===== src/rtl/counter_pkg.sv =====
// Shared definitions for the counter library.
// Holds the down-timer state encoding and the default datapath width so the
// timer controller, its datapath and any neighbouring counters agree on them.
package counter_pkg;

  localparam int DEFAULT_WIDTH = 8;

  typedef enum logic [1:0] {
    IDLE   = 2'd0,
    LOADED = 2'd1,
    RUN    = 2'd2,
    PAUSED = 2'd3
  } timer_state_t;

endpackage


===== src/rtl/down_timer_dp.sv =====
// Datapath of the down-counting timer: count register, reload register,
// zero compare and decrement. All sequencing decisions come from the
// controller; this block only applies the one operation it is told to do.
//
// Ports:
//   clk_i       rising-edge clock
//   clear_n_i   asynchronous active-low reset (count and reload to 0)
//   preset_i    force count and reload to PRESET_VAL
//   load_i      load count and reload from load_data_i
//   load_data_i start/reload value
//   reload_i    copy reload register into count
//   dec_i       decrement count by one
//   count_o     current count
//   zero_o      count is zero
module down_timer_dp #(
  parameter int               WIDTH      = counter_pkg::DEFAULT_WIDTH,
  parameter logic [WIDTH-1:0] PRESET_VAL = {WIDTH{1'b1}}
) (
  input  logic             clk_i,
  input  logic             clear_n_i,
  input  logic             preset_i,
  input  logic             load_i,
  input  logic [WIDTH-1:0] load_data_i,
  input  logic             reload_i,
  input  logic             dec_i,
  output logic [WIDTH-1:0] count_o,
  output logic             zero_o
);

  logic [WIDTH-1:0] count_q, count_d;
  logic [WIDTH-1:0] reload_q, reload_d;

  always_ff @(posedge clk_i or negedge clear_n_i) begin
    if (!clear_n_i) begin
      count_q  <= '0;
      reload_q <= '0;
    end else begin
      count_q  <= count_d;
      reload_q <= reload_d;
    end
  end

  // The controller never asserts more than one command per cycle, but the
  // chain still encodes preset > load > reload > decrement so the datapath
  // is well defined on its own.
  always_comb begin
    count_d  = count_q;
    reload_d = reload_q;
    if (preset_i) begin
      count_d  = PRESET_VAL;
      reload_d = PRESET_VAL;
    end else if (load_i) begin
      count_d  = load_data_i;
      reload_d = load_data_i;
    end else if (reload_i) begin
      count_d  = reload_q;
    end else if (dec_i) begin
      count_d  = count_q - 1'b1;
    end
  end

  assign count_o = count_q;
  assign zero_o  = (count_q == '0);

endmodule


===== src/rtl/down_timer_ctrl.sv =====
// Loadable down-counting timer with terminal-count pulse and optional
// auto-reload. Serves as the timeout/period generator beside the loadable
// up-counter. A load value N produces a terminal event every N+1 ticks.
//
// Ports:
//   clk          rising-edge clock
//   clear_n      asynchronous active-low reset
//   pre          synchronous preset of count and reload to PRESET_VAL
//   load_valid   load request; accepted when load_ready is high
//   load_ready   high whenever the timer is not running
//   load_data    start/reload value
//   start        begin or resume counting
//   stop         pause counting
//   tick         count-enable strobe
//   auto_reload  reload on the terminal event instead of going idle
//   count        current count
//   busy         high while running
//   tc_pulse     one-cycle pulse after each terminal event
module down_timer_ctrl
  import counter_pkg::*;
#(
  parameter int               WIDTH      = DEFAULT_WIDTH,
  parameter logic [WIDTH-1:0] PRESET_VAL = {WIDTH{1'b1}}
) (
  input  logic             clk,
  input  logic             clear_n,
  input  logic             pre,
  input  logic             load_valid,
  output logic             load_ready,
  input  logic [WIDTH-1:0] load_data,
  input  logic             start,
  input  logic             stop,
  input  logic             tick,
  input  logic             auto_reload,
  output logic [WIDTH-1:0] count,
  output logic             busy,
  output logic             tc_pulse
);

  timer_state_t state_q, state_d;
  logic         tc_q, tc_d;

  logic dpPreset, dpLoad, dpReload, dpDec;
  logic countZero;
  logic loadAccept;

  down_timer_dp #(
    .WIDTH      (WIDTH),
    .PRESET_VAL (PRESET_VAL)
  ) u_dp (
    .clk_i       (clk),
    .clear_n_i   (clear_n),
    .preset_i    (dpPreset),
    .load_i      (dpLoad),
    .load_data_i (load_data),
    .reload_i    (dpReload),
    .dec_i       (dpDec),
    .count_o     (count),
    .zero_o      (countZero)
  );

  always_ff @(posedge clk or negedge clear_n) begin
    if (!clear_n) begin
      state_q <= IDLE;
      tc_q    <= 1'b0;
    end else begin
      state_q <= state_d;
      tc_q    <= tc_d;
    end
  end

  assign load_ready = (state_q != RUN);
  assign loadAccept = load_valid && load_ready;

  // Priority pre > load > stop > start > tick. Because a load can only be
  // accepted outside RUN, and tick only matters inside RUN, the lower
  // priorities are resolved per state. tc_d stays low on any cycle that
  // pre wins, which cancels a terminal event landing on the same edge.
  always_comb begin
    state_d  = state_q;
    tc_d     = 1'b0;
    dpPreset = 1'b0;
    dpLoad   = 1'b0;
    dpReload = 1'b0;
    dpDec    = 1'b0;
    if (pre) begin
      dpPreset = 1'b1;
      state_d  = LOADED;
    end else if (loadAccept) begin
      dpLoad  = 1'b1;
      state_d = LOADED;
    end else begin
      case (state_q)
        IDLE: begin
          state_d = IDLE;
        end
        LOADED, PAUSED: begin
          if (start && !stop) state_d = RUN;
        end
        RUN: begin
          if (stop) begin
            state_d = PAUSED;
          end else if (tick) begin
            // A tick at zero is the terminal event rather than a wrap.
            if (countZero) begin
              tc_d = 1'b1;
              if (auto_reload) dpReload = 1'b1;
              else             state_d  = IDLE;
            end else begin
              dpDec = 1'b1;
            end
          end
        end
        default: state_d = IDLE;
      endcase
    end
  end

  assign busy     = (state_q == RUN);
  assign tc_pulse = tc_q;

endmodule


===== config.mk =====
export PLATFORM = sky130hd
export DESIGN_NAME = down_timer_ctrl
export DESIGN_NICKNAME = d
export VERILOG_FILES = /design/src/rtl/counter_pkg.sv /design/src/rtl/down_timer_dp.sv /design/src/rtl/down_timer_ctrl.sv
export SDC_FILE = /design/constraint.sdc
export NUM_CORES = 1
export LEC_CHECK = 0
export CAP_MARGIN = 30
export CORE_MARGIN = 2
export CORE_UTILIZATION = 44
export CTS_CLUSTER_SIZE = 40
export DETAILED_ROUTE_END_ITERATION = 12
export PLACE_DENSITY = 0.73
export SYNTH_ARGS = -nofsm -noshare
export SYNTH_HDL_FRONTEND = slang
export SYNTH_SLANG_ARGS = --single-unit

===== constraint.sdc =====
create_clock -name clk -period 1.7 [get_ports clk]
set_clock_uncertainty 0.1 [all_clocks]
set_input_delay 0.255 -clock clk [delete_from_list [all_inputs] [get_ports clk]]
set_output_delay 0.255 -clock clk [all_outputs]
set_load 0.01 [all_outputs]

==> metrics <==
Final min period=around 1.8 ns; f_max=0.5504 GHz; vias in the first global route=about 1,300; top cell type's share of synthesized area=0.3967; Tcrit/Tclk final=1.069; Num CTS Buffers=3; Buf/Inv on CP=3; CTS Sinks=19; initial DRC count=30; CP max FO=5; Via Count=about 1,300; Final Hold Fails=0; fin. max-slew vios=0; routed vias/inst=5.736; post-synthesis instance total=around 130; largest net degree at the start of global routing=20; Max rail drop VDD=522.8 uV; drt drc=0; Finish-stage setup viols=7; die area=roughly 0.0032 sq mm; syn avg cell area=around 9.5 sq um; Crit path arrival time=1.91 ns; CTS Buffer Depth=2; Die Ht=~56 um; measured slew at the worst slew-check pin=between 0.3 and 0.4 ns; first-pass GRT wire length=5.851 mm; worst setup margin=-0.1168 ns; failing checks=negative setup slack; setup TNS=-0.4641 ns; Worst-path clk slew=about 0.1 ns; drt wl/cell=~16 um; RSZ-0062 raised after global routing=yes; worst hold slack=0.1781 ns; Placed Cells=roughly 210; post-place setup slack=-0.3714 ns; number of distinct library cells after synthesis=44; FP Rows=18; number of antenna diodes=0; Initial DRT Pass Iterations=4; crit end category=register; most frequent cells in the layout=buf_4 (36), nor2_1 (21), clkdlybuf4s50_1 (19), dfrtp_1 (15), inv_1 (12); initial antenna violation count=0; max_slew headroom=0.7319; routability congestion estimate=just under 0.9; status=finished, violations left; H-tree depth=1; warnings from Yosys=0; CORE AREA=between 0.002 and 0.003 sq mm; top cells by area, synth=dfrtp_1 (40%), nor2_1 (7.2%), inv_1 (4.4%); Initial Utilization=0.4752; nets=roughly 210; GRT Overall Usage=0.2361; clk_lat worst skew=roughly 0.30 ns; Worst path top cell family by delay=flip-flops; crit-path cells=inv_2 > ha_4 > nor3b_4 > buf_6 > nand4_4 > buf_4 > mux2i_1 > a221oi_1; Setup crit start=u_dp.count_o[0]; Tot Pwr=slightly above 1 mW; max-cap violation count=0; DP HPWL=between 2 and 3 mm; DRT Wirelength=approximately 3.6 mm; RR Startpoint=u_dp.count_o[0]; register area share after synthesis=0.3967; #FFs+latches synth=19; Area Overhead vs Synth=58.14%; CTS tree=yes; gr ovfl total=0; Net Count, Synth=144; Worst path slowest cell=dfrtp_2; PwrDens=roughly 530 mW/mm^2; non-filler cells in the finished layout=220; Worst EP required=1.80 ns; Post-synth EDFFs=0; CTS Root Cell=clkbuf_4; most common cell after layout, fill and taps aside=buf_4; Yosys top cell by area=dfrtp_1; Hold Path Class=in -> async; ANT nets after route=0; share of cells above drive strength 1=0.3842; Primary FF master, synth=dfrtp_1; r2r setup slk=-0.12 ns; I/O pins=27; Port Buffers=26; kind of critical path=reg -> reg; LEAKAGE=around 0.85 nW; CP startpoint kind=register; Synth Cell Area=between 0.001 and 0.0015 sq mm; slowest stage delay, CP=roughly 0.42 ns; Post-synth ARST share=1.000; Die W=~56 um
[synthesized netlist by cell type, types with 3 or more instances]
cell and count:
a21oi_1 7, a221oi_1 3, and3_1 3, dfrtp_1 19, inv_1 14, nor2_1 23
nor3_1 3, o211ai_1 4, xnor2_1 3
[stage by stage]
stage	area, sq um	util
6_report	1896	0.7515
5_1_grt	1896	0.7515
4_1_cts	1818	0.7207
3_5_place_dp	1704	0.6756
3_3_place_gp	1704	0.6756
2_1_floorplan	1219	-
[cells by family after synthesis]
kind of cell               synth area share
DFF                                  0.3967
buffers and inverters               0.07202
adders and majority gates           0.02087
and+or+nand+nor                      0.2547
muxes                               0.01670
xor gates and xnor gates            0.02192
AOI/OAI and AO/OA                    0.2171
[power by group]
part           leakage (nW)  switching, mW  total, mW  internal [mW]
clock network        0.0150          0.132      0.223         0.0914
registers             0.193         0.0261      0.506          0.480
logic                 0.645          0.130      0.278          0.148
[path summary, 6_finish.rpt]
check | depth (start not counted) | end
max | 8 | u_dp.count_o[4]
min | 2 | tc_pulse
max reg2reg | 8 | u_dp.count_o[4]
min reg2reg | 2 | u_dp.reload_q[2]
max in group asynchronous | 2 | u_dp.count_o[1]
min in group clk | 2 | u_dp.reload_q[2]
[sequential cells by signal (all words and copies together) (netlist names)]
register       count
u_dp.reload_q      8
tc_pulse           1
state_q            2
u_dp.count_o       8
[layer usage]
| layer | GRT usage | vias up | wire (um) |
|---|---|---|---|
| met5 | 0 | - | 0 |
| met4 | 0.09864 | 0 | 76 |
| met3 | 0.02791 | 11 | 195 |
| met2 | 0.4034 | 44 | 1879 |
| li1 | - | 585 | - |
| met1 | 0.2994 | 622 | 1458 |
[layout make-up]
cell class,count,area [sq um]
Inverter,15,56.30
Multi-Input combinational cell,88,747.0
Sequential cell,19,480.5
Fill cell,180,626.9
Clock buffer,4,26.28
Tap cell,30,37.54
Timing Repair Buffer,64,548.0
[what timing repair did]
action / CTS / global route
pin swaps: 9 / 9
hold buffers: 0 / 0
endpoints found under the setup margin: 15 / 18
resized for setup: 14 / 13
hold endpoints to repair: 0 / 0
setup buffers: 7 / 2
Note: power is estimated with default switching activity, not from simulation.
